<file path="src/rtl/nn_pkg.sv">
// Shared constants and helpers for the neuron-layer datapath blocks.
package nn_pkg;

   localparam int NN_DATA_W = 8;
   localparam int NN_FRAC_W = 4;
   localparam int NN_ACC_W  = 20;
   localparam int NN_ADDR_W = 8;

   // Clamp a sign-extended value into the signed range of 'width' bits.
   function automatic logic signed [63:0] sat_signed(input logic signed [63:0] value,
                                                     input int unsigned width);
      logic signed [63:0] max_v;
      logic signed [63:0] min_v;
      max_v = (64'sd1 <<< (width - 32'd1)) - 64'sd1;
      min_v = -(64'sd1 <<< (width - 32'd1));
      if (value > max_v) begin
         sat_signed = max_v;
      end else if (value < min_v) begin
         sat_signed = min_v;
      end else begin
         sat_signed = value;
      end
   endfunction

endpackage

</file>
<file path="src/rtl/nn_activation_quant.sv">
// Converts an accumulator value to the data format: arithmetic shift, optional
// ReLU, then saturation to DATA_W bits.
module nn_activation_quant
   import nn_pkg::*;
#(
   parameter int DATA_W = NN_DATA_W,
   parameter int FRAC_W = NN_FRAC_W,
   parameter int ACC_W  = NN_ACC_W
) (
   input  logic signed [ACC_W-1:0]  i_acc,
   input  logic                     i_relu_en,
   output logic signed [DATA_W-1:0] o_q
);

   logic signed [ACC_W-1:0] w_shift;
   logic signed [ACC_W-1:0] w_relu;
   logic signed [63:0]      w_relu_ext;
   logic signed [63:0]      w_q_ext;
   logic [63-DATA_W:0]      w_q_unused_hi;

   always_comb begin
      w_shift = i_acc >>> FRAC_W;
      if (i_relu_en && w_shift[ACC_W-1]) begin
         w_relu = {ACC_W{1'b0}};
      end else begin
         w_relu = w_shift;
      end
   end

   assign w_relu_ext = {{(64-ACC_W){w_relu[ACC_W-1]}}, w_relu};
   assign w_q_ext    = sat_signed(w_relu_ext, DATA_W);
   // The saturated value fits DATA_W bits, so the upper part is pure sign.
   assign {w_q_unused_hi, o_q} = w_q_ext;

endmodule

</file>
<file path="src/rtl/neuron_mac_unit.sv">
// Streaming signed MAC for one layer: register, multiply, accumulate, then
// quantize and write one result per neuron.
module neuron_mac_unit
   import nn_pkg::*;
#(
   parameter int DATA_W = NN_DATA_W,
   parameter int FRAC_W = NN_FRAC_W,
   parameter int ACC_W  = NN_ACC_W,
   parameter int ADDR_W = NN_ADDR_W
) (
   input  logic                     clk,
   input  logic                     reset,
   input  logic                     in_valid,
   input  logic                     in_last,
   input  logic                     in_layer_done,
   input  logic [ADDR_W-1:0]        in_wr_addr,
   input  logic signed [DATA_W-1:0] weight_data,
   input  logic signed [DATA_W-1:0] neuro_data,
   input  logic                     relu_en,
   output logic                     out_we,
   output logic [ADDR_W-1:0]        out_addr,
   output logic signed [DATA_W-1:0] out_data,
   output logic                     layer_done,
   output logic                     busy,
   output logic                     acc_ovf
);

   logic                     r_s1_valid, r_s1_last, r_s1_ld, r_s1_relu;
   logic [ADDR_W-1:0]        r_s1_addr;
   logic [DATA_W-1:0]        r_s1_w, r_s1_n;
   logic                     r_s2_valid, r_s2_last, r_s2_ld, r_s2_relu;
   logic [ADDR_W-1:0]        r_s2_addr;
   logic [2*DATA_W-1:0]      r_s2_p;
   logic                     r_s3_valid, r_s3_last, r_s3_ld, r_s3_relu;
   logic [ADDR_W-1:0]        r_s3_addr;
   logic signed [ACC_W-1:0]  r_acc;
   logic                     r_first;
   logic                     r_out_we, r_layer_done, r_acc_ovf;
   logic [ADDR_W-1:0]        r_out_addr;
   logic signed [DATA_W-1:0] r_out_data;

   logic [2*DATA_W-1:0]      w_a_ext, w_b_ext;
   logic signed [ACC_W:0]    w_base, w_p_ext, w_sum;
   logic signed [63:0]       w_sum_ext, w_sat_ext;
   logic                     w_clamped;
   logic signed [DATA_W-1:0] w_q;

   assign w_a_ext = {{DATA_W{r_s1_w[DATA_W-1]}}, r_s1_w};
   assign w_b_ext = {{DATA_W{r_s1_n[DATA_W-1]}}, r_s1_n};

   // Control tags are qualified here so later stages never see stray last/layer_done.
   always_ff @(posedge clk) begin
      if (reset) begin
         r_s1_valid <= 1'b0;
         r_s1_last  <= 1'b0;
         r_s1_ld    <= 1'b0;
         r_s1_relu  <= 1'b0;
         r_s1_addr  <= {ADDR_W{1'b0}};
         r_s1_w     <= {DATA_W{1'b0}};
         r_s1_n     <= {DATA_W{1'b0}};
         r_s2_valid <= 1'b0;
         r_s2_last  <= 1'b0;
         r_s2_ld    <= 1'b0;
         r_s2_relu  <= 1'b0;
         r_s2_addr  <= {ADDR_W{1'b0}};
         r_s2_p     <= {(2*DATA_W){1'b0}};
      end else begin
         r_s1_valid <= in_valid;
         r_s1_last  <= in_valid & in_last;
         r_s1_ld    <= in_valid & in_last & in_layer_done;
         r_s1_relu  <= relu_en;
         r_s1_addr  <= in_wr_addr;
         r_s1_w     <= weight_data;
         r_s1_n     <= neuro_data;
         r_s2_valid <= r_s1_valid;
         r_s2_last  <= r_s1_last;
         r_s2_ld    <= r_s1_ld;
         r_s2_relu  <= r_s1_relu;
         r_s2_addr  <= r_s1_addr;
         r_s2_p     <= w_a_ext * w_b_ext;
      end
   end

   assign w_base    = r_first ? {(ACC_W+1){1'b0}} : {r_acc[ACC_W-1], r_acc};
   assign w_p_ext   = {{(ACC_W+1-2*DATA_W){r_s2_p[2*DATA_W-1]}}, r_s2_p};
   assign w_sum     = w_base + w_p_ext;
   assign w_sum_ext = {{(63-ACC_W){w_sum[ACC_W]}}, w_sum};
   assign w_sat_ext = sat_signed(w_sum_ext, ACC_W);
   assign w_clamped = (w_sat_ext != w_sum_ext);

   // Accumulate stage; bubbles leave acc and first untouched.
   always_ff @(posedge clk) begin
      if (reset) begin
         r_s3_valid <= 1'b0;
         r_s3_last  <= 1'b0;
         r_s3_ld    <= 1'b0;
         r_s3_relu  <= 1'b0;
         r_s3_addr  <= {ADDR_W{1'b0}};
         r_acc      <= {ACC_W{1'b0}};
         r_first    <= 1'b1;
         r_acc_ovf  <= 1'b0;
      end else begin
         r_s3_valid <= r_s2_valid;
         r_s3_last  <= r_s2_last;
         r_s3_ld    <= r_s2_ld;
         r_s3_relu  <= r_s2_relu;
         r_s3_addr  <= r_s2_addr;
         if (r_s2_valid) begin
            r_acc     <= w_sat_ext[ACC_W-1:0];
            r_first   <= r_s2_last;
            r_acc_ovf <= r_acc_ovf | w_clamped;
         end
      end
   end

   nn_activation_quant #(
      .DATA_W (DATA_W),
      .FRAC_W (FRAC_W),
      .ACC_W  (ACC_W)
   ) u_quant (
      .i_acc     (r_acc),
      .i_relu_en (r_s3_relu),
      .o_q       (w_q)
   );

   // Output register: one write strobe per completed neuron.
   always_ff @(posedge clk) begin
      if (reset) begin
         r_out_we     <= 1'b0;
         r_layer_done <= 1'b0;
         r_out_addr   <= {ADDR_W{1'b0}};
         r_out_data   <= {DATA_W{1'b0}};
      end else begin
         r_out_we     <= r_s3_valid & r_s3_last;
         r_layer_done <= r_s3_valid & r_s3_last & r_s3_ld;
         if (r_s3_valid && r_s3_last) begin
            r_out_addr <= r_s3_addr;
            r_out_data <= w_q;
         end
      end
   end

   assign out_we     = r_out_we;
   assign out_addr   = r_out_addr;
   assign out_data   = r_out_data;
   assign layer_done = r_layer_done;
   assign acc_ovf    = r_acc_ovf;
   assign busy       = r_s1_valid | r_s2_valid | r_s3_valid | ~r_first;

endmodule

</file>
<file path="config.mk">
export PLATFORM = sky130hd
export DESIGN_NAME = neuron_mac_unit
export DESIGN_NICKNAME = d
export VERILOG_FILES = /design/src/rtl/nn_pkg.sv /design/src/rtl/nn_activation_quant.sv /design/src/rtl/neuron_mac_unit.sv
export SDC_FILE = /design/constraint.sdc
export NUM_CORES = 1
export LEC_CHECK = 0
export BUFFER_PORTS_ARGS = -buffer_cell sky130_fd_sc_hd__buf_2
export CORE_MARGIN = 10
export CORE_UTILIZATION = 50
export DETAILED_ROUTE_END_ITERATION = 10
export GPL_ROUTABILITY_DRIVEN = 0
export PLACE_DENSITY = 0.69
export SETUP_SLACK_MARGIN = 0.4
export SLEW_MARGIN = 20
export SYNTH_ARGS = -nofsm -noshare
export SYNTH_HDL_FRONTEND = slang
export SYNTH_HIERARCHICAL = 1
export SYNTH_SLANG_ARGS = --single-unit
export TNS_END_PERCENT = 30
</file>
<file path="constraint.sdc">
create_clock -name clk -period 5.1 [get_ports clk]
set_clock_uncertainty 0.05 [all_clocks]
set_input_delay 1.02 -clock clk [delete_from_list [all_inputs] [get_ports clk]]
set_output_delay 1.02 -clock clk [all_outputs]
set_load 0.02 [all_outputs]
</file>
==> reports/qor.csv, run 1 <==
metric,value,unit
Int Pwr,1.55,mW
Setup CP Type,register to register,
class of the worst hold path,register to register,
core area,14000,um^2
via count,5143,
Site Rows,43,
Filler Cell Count,1226,
top cell family by delay on the critical path,adder cells,
average wire per standard cell,14.2,um
DRT iter0 DRCs,161,
Synth warnings,6,
"FF+latch count, synth",108,
Crit Path Max Fanout,8,
post-synth top area cell,dfxtp_1,
Area Overhead vs Synth,10.3,%
DP Worst Slack,367,ps
f_max,222,MHz
total CTS buffers,9,
CTS Sinks,108,
"EDFF count, synth",0,
Starting Density,51.3,%
main area contributors after synthesis,"dfxtp_1 30%, fa_1 16%, ha_1 8.5%",
peak supply drop,0.239,mV
IO buf count,49,
Comb pwr share,28.2,%
hold bufs inserted after CTS,0,
clock tree from TritonCTS,yes,
Main synth FF type,dfxtp_1,
Gate Count Post-Synth,764,
"slowest stage delay, CP",550,ps
Clock Path Buffers,2,
Finished Cell Area,7920,um^2
Post-synth ARST share,0,%
htree depth,3,
Hold Fails Final Rpt,0,
diode count,0,
"Buf+Inv Stages, Crit Path",2,
DRC viols,0,
Via-to-Cell Ratio,5.21,
power per cell area,289,nW/um^2
GRT Total Usage,14.7,%
Die Span Y,140,um
Antenna Nets Post-Route,0,
required time worst endpoint,5290,ps
die area,19600,um^2
Root Buffer,clkbuf_16,
final setup fails,0,
number of global-route vias before repair,5330,
share of the synthesized area in the top cell type,30.1,%
placed cell area,7560,um^2
Total Wirelength,14.0,mm
Worst-Margin Slew,907,ps
slowest CP cell,fa_1,
Setup crit start kind,register,
Psw,0.735,mW
R2R Setup Slk,600,ps
max-slew violation count,0,
Reg power frac,40.9,%
global-route wire length before repair,24.8,mm
setup slack after layout,601,ps
Worst Path Arrival,4690,ps
initial antenna violation count,0,
RSZ-0062 raised after global routing,yes,
Syn Area/Cell,9.40,um^2
Tmin final,4500,ps
Most common cell on crit path,fa_1,
DP Wirelength,10.8,mm
Post-Place Cells,970,
grt ovf,0,
post-synthesis cell type count,57,
Slew HR,39.5,%
FF/Latch Area,2180,um^2
proportion of layout cells with a drive suffix above 1,15.6,%
nets@finish,937,
"Seq/Total Area, Yosys",30.1,%
Tcrit/Tclk final,88.2,%
largest net degree at the start of global routing,70,
clk slew on worst S/H paths,80,ps
Max-Cap Viols,0,
multi-input combinational cell area,4640,um^2
setup tns final,0,ps
Die Span X,140,um
CP cell instances,and2_1 > fa_1 > inv_1 > fa_1 > fa_1 > fa_1 > inv_1 > ha_1 > a21oi_2 > nand2b_1 > a21boi_0 > o41ai_2 > o21ai_2 > a31oi_1 > mux2_2,
Pre-antenna DRT Iters,4,
clock power share,31.0,%
fin cells,987,
synthesized area,7180,um^2
outcome,completed,
Final Core Density,56.6,%
worst hold slack,387,ps
Leakage,3.58,nW
Crit. End Element,register,
PnR Total Power,2.28,mW
switching share of total power,32.2,%
clk_lat worst skew,350,ps
IO Pins,50,
Mapped Nets,899,
power by group through the flow:
stage	Clock [mW]	Combinational [mW]	Sequential, mW
finish	0.707	0.643	0.934
global route	0.758	0.728	0.942
CTS	0.727	0.645	0.933
detailed placement	0	0.640	0.953
global placement	0	0.616	0.952
floorplan	0	0.533	0.941
worst min-delay path, stage by stage, from the launching register on:
cell and delay (ps):
dfxtp_1 300, nand2_1 50, a21oi_1 50
synthesized netlist by cell type (4+ instances only):
cell      number
a211oi_1      12
a211oi_2      11
a21boi_0       4
a21o_1        10
a21oi_1       34
and2_1        41
and3_1         5
buf_2          6
clkbuf_1      20
dfxtp_1      108
fa_1          56
ha_1          49
inv_1         73
maj3_2        18
mux2i_1        4
nand2_1       67
nand2b_1      18
nand3_1        5
nor2_1        42
nor2b_1       79
nor3_1         7
o211a_1        7
o211ai_1       6
o21a_1         4
o21ai_0        9
xnor2_1       16
xor2_1        12
cells by family (layout without fill, tap and decap cells):
kind of cell | count (synthesis) | in the layout | share of synthesized area [%]
flip-flops | 108 | 108 | 30.1
buffers and inverters | 101 | 144 | 5.59
adder cells (fa/ha/maj) | 123 | 123 | 27.0
multiplexers | 5 | 5 | 0.715
AND/OR/NAND/NOR | 277 | 277 | 20.4
AO/OA/AOI/OAI | 122 | 122 | 12.8
XOR/XNOR | 28 | 28 | 3.42
layout make-up:
class                           instances  area share [%]
Multi-Input combinational cell        555            58.6
Clock inverter                          7            1.04
Clock buffer                            9            2.84
Inverter                               73            3.46
Tap cell                              180            2.84
Sequential cell                       108            27.5
Timing Repair Buffer                   55            3.70
cell usage in the layout (no fill, tap or decap), drive strengths merged, types with 9 or more instances in the layout:
master,netlist,final
a211oi,23,23
a21o,11,11
a21oi,34,34
and2,41,41
buf,8,55
clkbuf,20,9
dfxtp,108,108
fa,56,56
ha,49,49
inv,73,78
maj3,18,18
nand2,68,68
nand2b,18,18
nor2,42,42
nor2b,79,79
o21ai,13,13
xnor2,16,16
xor2,12,12
final timing paths:
| path | from | to | depth (start not counted) |
|---|---|---|---|
| setup / recovery | r_s1_n[4] | r_s2_p[15] | 15 |
| hold / removal | r_s3_addr[7] | out_addr[7] | 2 |
| setup reg to reg | r_s1_n[4] | r_s2_p[15] | 15 |
| hold reg to reg | r_s3_addr[7] | out_addr[7] | 2 |
registers in the layout, indices dropped and copies added (netlist names), 8 cells and up:
register   flops
out_addr       8
r_s1_addr      8
r_s2_p        16
r_s3_addr      8
r_s1_w         8
r_acc         20
out_data       8
r_s1_n         8
r_s2_addr      8
per-layer routing:
layer	wire, um	track usage, %	part of all wire [%]
met1	6590	18.5	47
met2	6810	24.9	49
met3	390	2.55	2.8
met4	238	4.35	1.7
met5	0	0	0
timing repair:
action,4_1_cts,5_1_grt
pin swaps,0,3
gates resized for setup,1,19
endpoints found under the hold margin,0,0
gates cloned,0,0
buffers inserted,0,1
setup endpoints to repair,1,3
Note: power is estimated with default switching activity, not from simulation.
==> run 2, diff against run 1 <==
==> constraint.sdc (replaced) <==
create_clock -name clk -period 5.8 [get_ports clk]
set_clock_uncertainty 0.05 [all_clocks]
set_input_delay 1.16 -clock clk [delete_from_list [all_inputs] [get_ports clk]]
set_output_delay 1.16 -clock clk [all_outputs]
set_load 0.02 [all_outputs]
==> reports/qor.csv, run 2 (synthesis results as in run 1) <==
metric,value,unit
outcome,completed,
slowest CP cell,fa_1,
average wire per standard cell,13.7,um
Largest regs,"r_acc (20), r_s2_p (16)",
largest net degree at the start of global routing,70,
total CTS buffers,9,
htree depth,3,
Worst Path Arrival,4980,ps
"commonest cells after routing, fill and taps aside","108 x dfxtp_1, 79 x nor2b_1, 73 x inv_1",
Tcrit/Tclk final,82.6,%
grt ovf,0,
Slew HR,35.9,%
Clock Path Buffers,2,
GRT Total Usage,14.2,%
CP cell instances,and2_1 > fa_1 > inv_1 > fa_1 > fa_1 > fa_1 > inv_1 > ha_1 > a21oi_1 > nand2b_1 > a21boi_0 > o41ai_1 > o21ai_0 > a31oi_1 > mux2_2,
Starting Density,51.3,%
Tmin final,4790,ps
CTS Sinks,108,
Area Overhead vs Synth,9.29,%
DRC viols,0,
Setup crit start kind,register,
DRT iter0 DRCs,220,
Int Pwr,1.36,mW
Reg power frac,41.6,%
hold bufs inserted after CTS,0,
Root Buffer,clkbuf_16,
DP Worst Slack,1070,ps
class of the worst hold path,register to register,
DP Wirelength,10.6,mm
Worst-Margin Slew,961,ps
nets@finish,934,
max-slew violation count,0,
clk slew on worst S/H paths,70,ps
power per cell area,252,nW/um^2
global-route wire length before repair,23.9,mm
setup slack after layout,1010,ps
Max-Cap Viols,0,
Crit Path Max Fanout,8,
final setup fails,0,
max reg flops,20,
Die Span X,140,um
"slowest stage delay, CP",540,ps
core area,14000,um^2
via count,5083,
diode count,0,
multi-input combinational cell area,4620,um^2
IO Pins,50,
switching share of total power,31.2,%
IO buf count,49,
RSZ-0062 raised after global routing,no,
number of global-route vias before repair,5198,
initial antenna violation count,0,
clk_lat worst skew,350,ps
Post CTS Setup Buffer Count,0,
Die Span Y,140,um
Via-to-Cell Ratio,5.17,
"Buf+Inv Stages, Crit Path",2,
most flop-heavy register,r_acc,
Total Wirelength,13.5,mm
top cell family by delay on the critical path,adder cells,
"most common cell after layout, fill and taps aside",dfxtp_1,
Comb pwr share,27.9,%
Antenna Nets Post-Route,0,
Crit. End Element,register,
f_max,209,MHz
die area,19600,um^2
setup tns final,0,ps
clock tree from TritonCTS,yes,
proportion of layout cells with a drive suffix above 1,13.2,%
Psw,0.617,mW
Setup CP Type,register to register,
Hold Fails Final Rpt,0,
required time worst endpoint,5990,ps
Pre-antenna DRT Iters,4,
Leakage,3.55,nW
peak supply drop,0.168,mV
Most common cell on crit path,fa_1,
FF/Latch Area,2160,um^2
Filler Cell Count,1238,
post-CTS sizing,0,
Site Rows,43,
clock power share,30.6,%
-- run 2: cell types whose count changed in the layout (fill, tap and decap cells not counted), moves of 2 or more --
cell and delta:
o21ai_0 +2, buf_4 -3, dfxtp_1 +13, dfxtp_2 -12
-- run 2: per-stage QoR --
step                      instances  total power [mW]  hold WS [ps]  area (um^2)  utilization, %
after global routing            984              2.11           398         7850            56.1
after CTS                       984              2.00           382         7850            56.1
after floorplan                 764              1.30           356         7180               -
after detailed placement        968              1.39           364         7550            54.0
final                           984              1.98           380         7850            56.1
after global placement          968              1.38           358         7550            54.0
-- run 2: path summary, 6_finish.rpt --
| check | startpoint | to | slack [ps] | depth (start not counted) |
|---|---|---|---|---|
| max | r_s1_n[4] | r_s2_p[15] | 1010 | 15 |
| min | r_s3_ld | layer_done | 380 | 1 |
| max reg2reg | r_s1_n[4] | r_s2_p[15] | 1010 | 15 |
| min reg2reg | r_s3_ld | layer_done | 380 | 1 |
-- run 2: layout make-up --
cell class,instances,area share [%]
Multi-Input combinational cell,555,58.8
Sequential cell,108,27.6
Inverter,73,3.49
Timing Repair Buffer,52,3.44
Clock buffer,10,3.05
Tap cell,180,2.87
Clock inverter,6,0.765
-- run 2: power by group through the flow --
stage	Sequential (mW)	Clock, mW	Combinational (mW)
3_5_place_dp	0.840	0	0.553
6_report	0.822	0.605	0.551
2_1_floorplan	0.827	0	0.469
3_3_place_gp	0.838	0	0.538
4_1_cts	0.822	0.623	0.557
5_1_grt	0.829	0.654	0.629
-- run 2: routing by layer --
layer | up-vias | wire length [um] | part of all wire (%) | GRT usage (%)
met1 | 2402 | 6210 | 46 | 18.1
li1 | 2572 | - | - | -
met4 | 0 | 255 | 1.9 | 4.78
met3 | 22 | 567 | 4.2 | 2.99
met2 | 87 | 6460 | 48 | 23.3
met5 | - | 0 | 0 | 0
